**src/rtl/mem_arbiter_sj.sv**
```systemverilog
// Shares one single-ported memory between the instruction-fetch and data ports.
// Data wins by default; after MAX_DATA_STREAK consecutive data grants with a
// fetch waiting, fetch is forced through. One transaction is outstanding at a
// time, and each response is steered back to the port that issued it.
module mem_arbiter_sj #(
    parameter int DATA_WIDTH      = 32,
    parameter int ADDR_WIDTH      = 32,
    parameter int MAX_DATA_STREAK = 4,
    parameter int CNT_WIDTH       = 16
) (
    input  logic                  clk,
    input  logic                  reset_n,
    // fetch port
    input  logic                  if_req,
    input  logic [ADDR_WIDTH-1:0] if_addr,
    output logic                  if_gnt,
    output logic                  if_rvalid,
    output logic [DATA_WIDTH-1:0] if_rdata,
    // data port
    input  logic                  d_req,
    input  logic                  d_we,
    input  logic [ADDR_WIDTH-1:0] d_addr,
    input  logic [DATA_WIDTH-1:0] d_wdata,
    output logic                  d_gnt,
    output logic                  d_rvalid,
    output logic [DATA_WIDTH-1:0] d_rdata,
    // memory side
    output logic                  mem_req,
    output logic                  mem_we,
    output logic [ADDR_WIDTH-1:0] mem_addr,
    output logic [DATA_WIDTH-1:0] mem_wdata,
    input  logic                  mem_gnt,
    input  logic                  mem_rvalid,
    input  logic [DATA_WIDTH-1:0] mem_rdata,
    // status
    output logic                  busy,
    output logic [CNT_WIDTH-1:0]  if_stall_cnt
);

    localparam int SW = $clog2(MAX_DATA_STREAK + 1);
    localparam logic [SW-1:0] STREAK_MAX = SW'(MAX_DATA_STREAK);

    typedef enum logic [1:0] {IDLE, REQ, RESP} state_t;

    state_t        state;
    logic          owner_d;   // 1: in-flight transaction belongs to the data port
    logic [SW-1:0] streak;    // data grants in a row while a fetch was waiting
    logic          pick_d;
    logic          take_rsp;

    // Data wins unless a waiting fetch has been passed over too many times.
    assign pick_d   = d_req && !(if_req && (streak == STREAK_MAX));
    assign d_gnt    = (state == IDLE) && pick_d;
    assign if_gnt   = (state == IDLE) && if_req && !pick_d;
    assign busy     = (state != IDLE);
    // A response is accepted in RESP, or in REQ when grant and response coincide.
    assign take_rsp = mem_rvalid && ((state == RESP) || ((state == REQ) && mem_gnt));

    // Request/grant/response sequencer with registered memory and response outputs.
    always_ff @(posedge clk or negedge reset_n) begin
        if (!reset_n) begin
            state     <= IDLE;
            owner_d   <= 1'b0;
            streak    <= '0;
            mem_req   <= 1'b0;
            mem_we    <= 1'b0;
            mem_addr  <= '0;
            mem_wdata <= '0;
            if_rvalid <= 1'b0;
            d_rvalid  <= 1'b0;
            if_rdata  <= '0;
            d_rdata   <= '0;
        end else begin
            if_rvalid <= take_rsp && !owner_d;
            d_rvalid  <= take_rsp && owner_d;
            if (take_rsp) begin
                if (owner_d) d_rdata  <= mem_rdata;
                else         if_rdata <= mem_rdata;
            end
            case (state)
                IDLE: begin
                    if (d_gnt) begin
                        mem_req   <= 1'b1;
                        mem_we    <= d_we;
                        mem_addr  <= d_addr;
                        mem_wdata <= d_wdata;
                        owner_d   <= 1'b1;
                        state     <= REQ;
                        if (!if_req)                   streak <= '0;
                        else if (streak != STREAK_MAX) streak <= streak + 1'b1;
                    end else if (if_gnt) begin
                        mem_req   <= 1'b1;
                        mem_we    <= 1'b0;
                        mem_addr  <= if_addr;
                        mem_wdata <= '0;
                        owner_d   <= 1'b0;
                        streak    <= '0;
                        state     <= REQ;
                    end else begin
                        mem_req   <= 1'b0;
                    end
                end
                REQ: begin
                    if (mem_gnt) begin
                        mem_req <= 1'b0;
                        state   <= mem_rvalid ? IDLE : RESP;
                    end
                end
                RESP: begin
                    if (mem_rvalid) state <= IDLE;
                end
                default: state <= IDLE;
            endcase
        end
    end

    // Saturating count of cycles a fetch request sits without a grant.
    always_ff @(posedge clk or negedge reset_n) begin
        if (!reset_n)
            if_stall_cnt <= '0;
        else if (if_req && !if_gnt && (if_stall_cnt != {CNT_WIDTH{1'b1}}))
            if_stall_cnt <= if_stall_cnt + 1'b1;
    end

endmodule

```
**config.mk**
```make
export PLATFORM = sky130hd
export DESIGN_NAME = mem_arbiter_sj
export DESIGN_NICKNAME = d
export VERILOG_FILES = /design/src/rtl/mem_arbiter_sj.sv
export SDC_FILE = /design/constraint.sdc
export NUM_CORES = 1
export LEC_CHECK = 0
export ABC_AREA = 1
export BUFFER_PORTS_ARGS = -buffer_cell sky130_fd_sc_hd__buf_2
export CAP_MARGIN = 15
export CORE_MARGIN = 4
export CORE_UTILIZATION = 45
export CTS_BUF_LIST = sky130_fd_sc_hd__clkbuf_4
export DETAILED_ROUTE_END_ITERATION = 6
export PLACE_DENSITY_LB_ADDON = 0.05
export SETUP_SLACK_MARGIN = 0.5
export SYNTH_ARGS = -nofsm -noshare
export SYNTH_HDL_FRONTEND = slang
export SYNTH_SLANG_ARGS = --single-unit
```
**constraint.sdc**
```tcl
create_clock -name clk -period 3.6 [get_ports clk]
set_clock_uncertainty 0.05 [all_clocks]
set_input_delay 0.54 -clock clk [delete_from_list [all_inputs] [get_ports clk]]
set_output_delay 0.54 -clock clk [all_outputs]
set_load 0.05 [all_outputs]
```
# Word-level counts from Yosys, hierarchy flattened
# Index checks and enable logic that the tools add are counted.
[classes] n_bitwise=1 n_addsub=2 n_eq_ne=9 mux=21 n_reduce_logical=26
[op_table] cell="32-bit 2-to-1 mux" n=4
[op_table] cell="16-bit by 1-bit adder with 16-bit output (second input constant)" n=1
[op_table] cell="16-bit != test (second input constant)" n=1
[op_table] cell="3-bit 2-to-1 mux" n=4
[op_table] cell="1-bit logical AND" n=11
[op_table] cell="2-bit 2-to-1 mux" n=5
[op_table] cell="2-bit AND reduction" n=4
[op_table] cell="1-bit 2-to-1 mux" n=6
[op_table] cell="3-bit != test (second input constant)" n=2
[op_table] cell="2-bit one-hot mux with 3 select lines" n=1
[op_table] cell="3-bit AND reduction" n=2
[op_table] cell="2-bit nonzero test" n=3
[op_table] cell="1-bit zero test" n=4
[op_table] cell="2-bit != test (second input constant)" n=2
[op_table] cell="3-bit by 1-bit adder with 3-bit output (second input constant)" n=1
[op_table] cell="3-bit equality test (second input constant)" n=1
[op_table] cell="3-bit by 2-bit != test with 1-bit output (second input constant)" n=1
[op_table] cell="2-bit by 1-bit equality test with 1-bit output (second input constant)" n=1
[op_table] cell="2-bit equality test (second input constant)" n=1
[op_table] cell="2-bit zero test" n=1
[op_table] cell="1-bit one-hot mux with 2 select lines" n=1
[op_table] cell="1-bit logical OR" n=1
[op_table] cell="1-bit NOT" n=1
[word_totals] output_inout_bits=151 inputBits=135 wordCells=71 reg_bits=154

# Logic depth before layout (Yosys ltp)
# Gate-level depths: netlist of the first run.
[logic_depth] ltp_word=9 depth_mapped=10 depth_no_buf=10

# Worst setup path before layout of the first run
# No wires, ideal clock.
[synth_timing] path_type="register to output" startpoint="register state[1]" endpoint="output d_gnt" path_slack_ns=1.628 n_path_buf=2 arrival_time_ns=1.382 stages_incl_launch_ff=6 required_time_ns=3.010 cell_sequence="dfrtp_1 inv_2 nand2_2 nor2_4 buf_4 buf_2"
[synth_between] elab_chain_len=2
[synth_rtl] element="start: declaration" line="45" rtl="state_t state;"
[synth_rtl] element="start signal: assignment" line="106" rtl="state <= mem_rvalid ? IDLE : RESP;"
[synth_rtl] element="2-bit zero test" line="53" rtl="assign d_gnt = (state == IDLE) && pick_d;"
[synth_rtl] element="1-bit logical AND" line="53"
[synth_rtl] element="end: declaration" line="24" rtl="output logic d_gnt,"
# No other way between the ends.

# Final worst setup path of the first run
[layout_timing] startpoint="register streak[0]" endpoint="output d_gnt"
[layout_between] elab_chain_len=5
[layout_rtl] element="start: declaration" line="47" rtl="logic [SW-1:0] streak;"
[layout_rtl] element="start signal: assignment" line="90" rtl="else if (streak != STREAK_MAX) streak <= streak + 1'b1;"
[layout_rtl] element="3-bit equality test" line="52" rtl="assign pick_d = d_req && !(if_req && (streak == STREAK_MAX));"
[layout_rtl] element="1-bit logical AND" line="52"
[layout_rtl] element="1-bit zero test" line="52"
[layout_rtl] element="1-bit logical AND" line="52"
[layout_rtl] element="1-bit logical AND" line="53"
# No other way between the ends.

==> results by group, run 1 <==
Clock tree
  • Number of gates resized after CTS: 0
  • H-tree Lvls: 4
  • Hold_buf cts: 0
  • Number of clock sinks: 154
  • Post-CTS setup buffer count: 0
  • Clk slew on worst S/H paths: around 0.14 ns
  • Worst-Skew Late Latency: between 0.5 and 0.6 ns
  • Clock root cell: clkbuf_4
  • TritonCTS clock tree: done
  • Max clock buf depth: 2
  • CTS buffer count: 17

Logic synthesis
  • Synthesized cell area: 6520 sq um
  • Unique masters post-synth: 25
  • Synthesized Nets: a little under 900
  • Syn. warnings: 0
  • Register area share after synthesis: 59.1%
  • #FFs+latches synth: 154
  • Synth Instances: 750
  • Syn_area_per_cell: 8.70 sq um

Finish
  • Commonest non-fill, non-tap cell in the layout: nand2_1
  • Post-layout util: 59.7%
  • Fillers: 1,343
  • Post-Layout Cell Count: 1,223
  • Most frequent cells in the layout: nand2_1 (338), buf_2 (284), dfrtp_1 (154), o21ai_0 (63), inv_1 (51)
  • Share of layout cells above drive strength 1: ~34%
  • Layout area overhead: 28.5%
  • Fin nets: roughly 1,200
  • Final Cell Area: between 8000 and 9000 sq um

Placement
  • Placement Setup Slack: between 1 and 1.5 ns
  • DP HPWL: approximately 13 mm
  • Placed cell areas: 8020 sq um
  • GP Congestion: roughly 0.84
  • Port bufs: approximately 290
  • Placed Instances: around 1,200

Timing
  • Max-slew violation count: 0
  • Final Setup Violations: 0
  • RSZ-0062 raised after global routing: false
  • Hold Slack: 0.0297 ns
  • Slew headroom: between 40% and 50%
  • Fmax: between 0.3 and 0.4 GHz
  • Final Hold Fails: 0
  • Slew @ Worst Pin: about 0.89 ns
  • Fin crit period: approximately 2.8 ns
  • Worst Slack Setup Final: between 0.8 and 0.9 ns
  • Period utilization: around three quarters
  • Setup TNS: 0 ns

Floorplan
  • Core Region: approximately 14,000 sq um
  • Die area: between 15,000 and 20,000 sq um
  • Die width: 128 um
  • FP Rows: between 40 and 50
  • Ports: 286
  • Chip height: around 130 um
  • Initial core utilization: between 40% and 50%

Setup path
  • CP Cell Sequence: inv_1 > ha_1 > nand3_1 > nand2_2 > nor2_4 > buf_2
  • Crit end category: output port
  • CP Max Fanout: 22
  • CP top delay family: simple AND/OR/NAND/NOR gates
  • Kind of critical path: flip-flop to output port
  • Worst Setup SP: streak[0]$_DFFE_PN0P_
  • Worst r2r src: state[1]$_DFFE_PN0P_
  • Buf/Inv on CP: 2
  • Worst endpoint required time: around 3.0 ns
  • Nature of the critical path startpoint: flip-flop
  • Crit-path slowest cell: nor2_4
  • CP arrival: about 2.2 ns
  • Crit-path max cell delay: between 0.4 and 0.5 ns

Power and ir drop
  • Power density cells: ~1100 nW/um^2
  • Final Power: between 9 and 10 mW
  • Max VDD drop: between 0.5 and 0.6 mV
  • Leakage power: between 4 and 5 nW

Route
  • WL final: roughly 18 mm
  • Vias per cell: roughly 4.7
  • Vias: 5,708
  • 1st-iter DRT viols: ~320
  • DR DRC count: 0
  • Routed Antenna Nets: 0
  • Wirelength per Cell: ~14 um
  • TritonRoute pass-1 iters: 5

Min path
  • Min-Delay Path Class: primary input to asynchronous set/reset pin

Run status
  • Status: finished clean

Global routing
  • GRT Overall Usage: a little over a fifth
  • GRT overflow: 0
  • Pin count of the biggest net entering global routing: 91
  • Vias in the first global route: approximately 5,500
  • Global-route wire length before repair: between 20 and 30 mm
  • Initial antenna violation count: 2

Run
  • Max-cap violations: 0
==> report_power, final <==
part           total (mW)  internal, mW  switching [mW]
Sequential           2.93          2.47           0.454
Combinational        4.86          1.01            3.85
Clock                1.25         0.634           0.617
Total                9.04          4.12            4.93
==> cell families after synthesis <==
group                    Yosys count  share of synthesized area [%]
XOR/XNOR                           3                          0.403
AO/OA/AOI/OAI                     82                           6.77
flip-flops                       154                           59.1
buffers and inverters             90                           6.89
adder cells (fa/ha/maj)            3                          0.575
AND/OR/NAND/NOR                  418                           26.3
==> synthesized netlist by cell type <==
| cell type | number | area share, % |
|---|---|---|
| a21oi_1 | 2 | 0.15 |
| buf_1 | 2 | 0.12 |
| buf_12 | 1 | 0.31 |
| buf_2 | 13 | 1.0 |
| buf_4 | 5 | 0.58 |
| buf_6 | 8 | 1.4 |
| clkbuf_1 | 4 | 0.23 |
| dfrtp_1 | 154 | 59 |
| ha_1 | 3 | 0.58 |
| inv_1 | 51 | 2.9 |
| inv_2 | 6 | 0.35 |
| nand2_1 | 338 | 19 |
| nand2_2 | 7 | 0.67 |
| nand3_1 | 41 | 3.1 |
| nand3_2 | 3 | 0.46 |
| nand4_1 | 4 | 0.38 |
| nor2_1 | 17 | 0.98 |
| nor2_4 | 6 | 1.0 |
| nor3_1 | 1 | 0.077 |
| o21ai_0 | 63 | 4.8 |
| o21ai_1 | 8 | 0.61 |
| o21ai_2 | 8 | 1.1 |
| o22ai_1 | 1 | 0.096 |
| or2_1 | 1 | 0.096 |
| xor2_1 | 3 | 0.40 |
==> routing by layer <==
layer	global-route usage, %	vias to the layer above	share of wire [%]
met5	0	-	0
met4	7.43	0	1.3
met3	7.72	16	11
met2	35.2	223	47
met1	26.9	2570	41
li1	-	2899	-
==> layout make-up <==
cell class | instances | area (sq um) | area share, %
Clock inverter | 14 | 218 | 2.60
Timing Repair Buffer | 292 | 1510 | 18.0
Multi-Input combinational cell | 506 | 2220 | 26.5
Tap cell | 180 | 225 | 2.69
Antenna cell | 2 | 5.00 | 0.0597
Clock buffer | 18 | 135 | 1.61
Inverter | 57 | 214 | 2.55
Sequential cell | 154 | 3850 | 46.0
==> path summary, 6_finish.rpt <==
check                      cells past startpoint                         to  slack [ns]
setup / recovery                               6                      d_gnt        0.83
setup reg to reg                               7   if_rdata[19]$_DFFE_PN0P_        1.39
hold reg to reg                                2  mem_wdata[16]$_DFFE_PN0P_        0.43
min in group clk                               3   mem_wdata[1]$_DFFE_PN0P_        0.14
hold / removal                                 1     d_rdata[0]$_DFFE_PN0P_        0.03
max in group asynchronous                      2     d_rdata[7]$_DFFE_PN0P_        2.62
==> sequential cells by signal, summed over array words and instances (netlist names) <==
name and cells:
mem_req 1, if_rdata 32, d_rdata 32, mem_we 1, streak 3, owner_d 1
d_rvalid 1, mem_addr 32, if_rvalid 1, mem_wdata 32, state 2, if_stall_cnt 16
Power figures use the tool's default switching activity.
==> inputs of run 2 (changes only) <==
==> constraint.sdc (replaced) <==
create_clock -name clk -period 2.7 [get_ports clk]
set_clock_uncertainty 0.05 [all_clocks]
set_input_delay 0.405 -clock clk [delete_from_list [all_inputs] [get_ports clk]]
set_output_delay 0.405 -clock clk [all_outputs]
set_load 0.05 [all_outputs]
==> run 2 against run 1 <==
Against the previous run: register-to-register slack lost 0.69 ns; clock-buffer cell count is 2 higher; highest routed layer unchanged; hold slack better by 0.023 ns; clock power up 18%.
==> results by group, run 2 (same netlist as run 1, synthesis figures left out) <==
Setup path
  • CP arrival: 1.63 ns
  • Worst r2r src: streak[1]$_DFFE_PN0P_
  • Setup slack, reg-to-reg: 0.70 ns
  • RR Endpoint: mem_addr[7]$_DFFE_PN0P_
  • Buf/Inv on CP: 3
  • Nature of the critical path startpoint: flip-flop
  • Worst endpoint required time: 2.25 ns
  • Crit-path max cell delay: between 0.4 and 0.5 ns
  • Register-to-Register Path Depth: 10
  • Crit-path slowest cell: dfrtp_1
  • CP Cell Sequence: inv_2 > ha_4 > nand3_2 > nand2_4 > nand2_4 > inv_4 > buf_8
  • Crit end category: output port
  • Kind of critical path: flip-flop to output port
  • Most used cell, CP: nand2_4
  • CP Max Fanout: 3
  • CP top delay family: flip-flops

Placement
  • Placed Instances: around 1,200
  • Placed cell areas: slightly above 8000 sq um
  • GP Congestion: a little over 0.8
  • DP HPWL: between 10 and 15 mm
  • Placement Setup Slack: 0.717 ns
  • Port bufs: about 290

Min path
  • WHS Endpoint: d_rdata[2]$_DFFE_PN0P_
  • Hold Crit Depth: 3
  • Min-Delay Path Class: primary input to flip-flop
  • Hold_sp: mem_rdata[2]

Clock tree
  • Worst-Skew Late Latency: between 0.5 and 0.6 ns
  • TritonCTS clock tree: done
  • CTS buffer count: 17
  • Clock root cell: clkbuf_4
  • Number of clock sinks: 154
  • Max clock buf depth: 2
  • Clk slew on worst S/H paths: 0.13 ns
  • H-tree Lvls: 4

Timing
  • Hold Slack: about 0.053 ns
  • Setup TNS: 0 ns
  • Fin crit period: approximately 2.1 ns
  • Worst Slack Setup Final: between 0.6 and 0.7 ns
  • RSZ-0062 raised after global routing: false
  • Slew headroom: slightly below 60%
  • Fmax: 0.479 GHz
  • Slew @ Worst Pin: 0.625 ns
  • Period utilization: between 70% and 80%
  • Max-slew violation count: 0
  • Final Setup Violations: 0
  • Final Hold Fails: 0

Global routing
  • Global-route wire length before repair: approximately 32 mm
  • Pin count of the biggest net entering global routing: 67
  • Vias in the first global route: between 6,000 and 7,000
  • Initial antenna violation count: 1
  • GRT overflow: 0
  • GRT Overall Usage: between 20% and 30%

Floorplan
  • Die area: roughly 16,000 sq um
  • Initial core utilization: between 40% and 50%
  • Core Region: roughly 14,000 sq um
  • Ports: around 290
  • Die width: approximately 130 um
  • FP Rows: 43
  • Chip height: between 100 and 150 um

Finish
  • Fin nets: roughly 1,300
  • Layout area overhead: 44.7%
  • Commonest non-fill, non-tap cell in the layout: nand2_1
  • Final Cell Area: 9440 sq um
  • Share of layout cells above drive strength 1: 32.0%
  • Most frequent cells in the layout: nand2_1 (337), buf_2 (282), dfrtp_1 (154), dlygate4sd3_1 (100), o21ai_0 (63)
  • Post-Layout Cell Count: 1,331
  • Post-layout util: approximately 67%

Run status
  • Status: finished clean

Route
  • Wirelength per Cell: 14.7 um
  • WL final: between 15 and 20 mm
  • 1st-iter DRT viols: around 320
  • Vias: ~6,400
  • DR DRC count: 0
  • TritonRoute pass-1 iters: 5
  • Routed Antenna Nets: 0
  • Vias per cell: roughly 4.8

Power and ir drop
  • Power density cells: roughly 1300 nW/um^2
  • Max VDD drop: approximately 0.76 mV
  • Leakage power: about 5.2 nW
  • Final Power: around 12 mW

Run
  • Max-cap violations: 0
-- run 2: cell count changes in the layout (fill, tap and decap cells not counted), sizes merged, moves of 2 or more --
cell         change
bufinv           -2
buf              +9
inv              -2
dlygate4sd3    +100
clkbuf           +2
-- run 2: power breakdown --
part	leakage, nW	switching (mW)	internal (mW)
clock network	0.157	0.805	0.668
logic	3.11	5.23	1.49
registers	1.96	0.608	3.30
total	5.23	6.64	5.46
-- run 2: worst max path at each step --
stage	startpoint	end	slack (ns)	cells after the start
after floorplan	if_stall_cnt[0]$_DFFE_PN0P_	if_stall_cnt[5]$_DFFE_PN0P_	0.78	9
after global placement	streak[0]$_DFFE_PN0P_	mem_addr[0]$_DFFE_PN0P_	0.76	8
after detailed placement	streak[0]$_DFFE_PN0P_	mem_addr[3]$_DFFE_PN0P_	0.72	8
after CTS	streak[1]$_DFFE_PN0P_	if_gnt	0.50	7
after global routing	streak[1]$_DFFE_PN0P_	if_gnt	0.47	7
final	streak[1]$_DFFE_PN0P_	if_gnt	0.61	7
-- run 2: metal layers --
layer  vias to the layer above  track usage [%]  share of wire, %
met5                         -                0                 0
li1                       3101                -                 -
met4                         0             10.2               3.1
met1                      2926             29.7                40
met2                       306             39.4                48
met3                        48             7.22               9.7
-- run 2: final cells by class --
cell class | instances | area, sq um
inverter | 57 | 216
tap | 180 | 225
antenna | 1 | 2.50
sequential | 154 | 3850
clock inverter | 12 | 149
fill | 1136 | 4600
multi-input combinational | 506 | 2250
clock buffer | 20 | 150
timing repair buffer | 401 | 2590
-- run 2: worst reg2reg max path, stage by stage, from the launching register on --
cell and delay [ns]:
dfrtp_1 0.42, inv_2 0.08, ha_4 0.13, nand3_2 0.08
nand2_4 0.10, nor2_4 0.05, buf_4 0.19, nor2_4 0.33
buf_12 0.31, nand2_1 0.10, nand3_1 0.10
-- run 2: timing repair --
action / CTS / global route
buffers inserted: 2 / 2
gates resized for setup: 8 / 7
endpoints found under the hold margin: 128 / 1
endpoints found under the setup margin: 2 / 3
pin swaps: 2 / 2
hold buffers: 99 / 1
==> inputs of run 3 (changes only) <==
==> constraint.sdc (replaced) <==
create_clock -name clk -period 2.1 [get_ports clk]
set_clock_uncertainty 0.05 [all_clocks]
set_input_delay 0.315 -clock clk [delete_from_list [all_inputs] [get_ports clk]]
set_output_delay 0.315 -clock clk [all_outputs]
set_load 0.05 [all_outputs]
==> run 3 against run 2 <==
Against the previous run: hold slack gained 0.048 ns; via count grew 6.4%; utilization grew 10 points; die area is the same; non-clock buffer count grew 78; combinational power grew 58%; sequential power grew 30%; global-route usage grew 2.1 points; final cell count grew 5.9%; total power grew 45%; largest cell class is now buffers; register-to-register slack lost 0.36 ns.
==> results by group, run 3 (same netlist as run 1, synthesis figures left out) <==
Run status
  • Status: finished clean

Clock tree
  • Clock root cell: clkbuf_4
  • H-tree Lvls: 4
  • Max clock buf depth: 2
  • Number of clock sinks: 154
  • CTS buffer count: 17
  • Clk slew on worst S/H paths: 0.12 ns
  • Worst-Skew Late Latency: 0.54 ns
  • TritonCTS clock tree: done

Floorplan
  • Initial core utilization: a little under half
  • Die area: 16,500 sq um
  • Die width: approximately 130 um
  • Core Region: approximately 14,000 sq um
  • Ports: between 200 and 300
  • Chip height: about 130 um
  • FP Rows: 43

Finish
  • Commonest non-fill, non-tap cell in the layout: nand2_1
  • Share of layout cells above drive strength 1: a little over a third
  • Fin nets: between 1,000 and 1,500
  • Most frequent cells in the layout: nand2_1 (325), buf_4 (160), dfrtp_1 (140), buf_2 (136), dlygate4sd3_1 (132)
  • Fillers: about 940
  • Final Cell Area: ~11,000 sq um
  • Layout area overhead: 66.3%
  • FF/Latch Area: 3870 sq um
  • Area of the multi-input gates: about 2300 sq um

Global routing
  • GRT Overall Usage: roughly a quarter
  • Pin count of the biggest net entering global routing: 66
  • Initial antenna violation count: 1
  • GRT overflow: 0
  • Global-route wire length before repair: 34.3 mm
  • Vias in the first global route: slightly below 7,000

Setup path
  • CP Max Fanout: 4
  • Kind of critical path: flip-flop to output port
  • Buf/Inv on CP: 3
  • Worst endpoint required time: 1.74 ns
  • CP top delay family: flip-flops
  • Crit-path max cell delay: 0.42 ns
  • Crit-path slowest cell: dfrtp_1
  • CP Cell Sequence: inv_2 > ha_4 > nand3_4 > nand2_4 > nand2_4 > inv_4 > buf_12
  • CP arrival: 1.63 ns
  • Nature of the critical path startpoint: flip-flop
  • Most used cell, CP: nand2_4
  • Crit end category: output port

Timing
  • Fmax: around 0.50 GHz
  • RSZ-0062 raised after global routing: true
  • Final Setup Violations: 0
  • Worst Slack Setup Final: roughly 0.10 ns
  • Fin crit period: around 2.0 ns
  • Period utilization: a little over nine tenths
  • Slew @ Worst Pin: 0.424 ns
  • Slew headroom: a little under three quarters
  • Final Hold Fails: 0
  • Max-slew violation count: 0

Route
  • DR DRC count: 0
  • Vias: approximately 6,800
  • TritonRoute pass-1 iters: 4
  • 1st-iter DRT viols: 380
  • Vias per cell: 4.82
  • WL final: 22.4 mm
  • Routed Antenna Nets: 0
  • Wirelength per Cell: about 16 um

Placement
  • DP HPWL: approximately 13 mm
  • GP Congestion: about 0.83
  • Placed cell areas: approximately 8100 sq um
  • Placement Setup Slack: approximately 0.33 ns
  • Port bufs: between 200 and 300

Power and ir drop
  • Power density cells: 1620 nW/um^2
  • Leakage power: roughly 5.8 nW
  • Max VDD drop: 1.02 mV

Run
  • Max-cap violations: 0

Min path
  • Min-Delay Path Class: primary input to flip-flop
run 3: cell types whose count changed in the layout (fill, tap and decap cells not counted), sizes merged:
| cell | before | now |
|---|---|---|
| buf | 301 | 331 |
| clkinv | 5 | 6 |
| dlygate4sd3 | 100 | 132 |
| inv | 58 | 60 |
| clkbuf | 20 | 33 |
run 3: what timing repair did:
action                                  4_1_cts  5_1_grt
hold endpoints to repair                    285        0
endpoints found under the setup margin      197      133
pin swaps                                     4        9
resized for setup                           138      102
cloned                                        0        8
buffers inserted                             26       14
hold buffers                                132        0
run 3: tightest hold or removal path, cell delays in order:
cell and delay, ns:
buf_2 0.09, nor3_1 0.06, o21ai_0 0.14, nand2_1 0.06
run 3: per-stage QoR:
step	std cells	TNS [ns]	power (mW)	utilization, %	hold slack [ns]
after CTS	1386	0	16.6	73.4	0.0265
after floorplan	750	0	11.4	-	-0.0306
after detailed placement	1196	0	13.6	57.8	0.217
after global placement	1196	0	13.5	57.8	0.217
final	1409	0	17.6	77.2	0.101
after global routing	1409	-0.0210	18.5	77.2	0.0786
run 3: path summary, 6_finish.rpt:
kind / startpoint / endpoint / slack [ns] / depth (start not counted)
min in group asynchronous: reset_n / if_rdata[2]$_DFFE_PN0P_ / 0.20 / 2
max in group asynchronous: reset_n / mem_addr[5]$_DFFE_PN0P_ / 1.20 / 3
worst min-delay path: mem_gnt / mem_req$_DFFE_PN0P_ / 0.10 / 4
worst max register to register: streak[0]$_DFFE_PN0P_ / if_stall_cnt[10]$_DFFE_PN0P_ / 0.34 / 13
worst min register to register: mem_wdata[19]$_DFFE_PN0P_ / mem_wdata[19]$_DFFE_PN0P_ / 0.43 / 2
worst max-delay path: streak[0]$_DFFE_PN0P_ / if_gnt / 0.10 / 7
run 3: layout make-up:
class	instances	area share (%)
Sequential cell	154	35.7
Multi-Input combinational cell	506	21.5
Timing Repair Buffer	479	35.9
Tap cell	180	2.08
Antenna cell	1	0.0231
Inverter	57	2.02
Clock inverter	15	1.58
Clock buffer	17	1.18
run 3: routing by layer:
metal  routed length [um]  global-route usage, %  up-vias  part of all wire, %
met4                  969                   12.7        0                  4.3
met3                 1840                   7.64       72                  8.2
li1                     -                      -     3272                    -
met5                    0                      0        -                    0
met1                 8300                   30.9     3133                   37
met2                11200                   43.7      312                   50
run 3: where the power goes:
group          internal, mW  switching (mW)  total, mW
Clock                 0.824            1.09       1.91
Sequential             4.26           0.812       5.07
Combinational          3.42            7.17       10.6
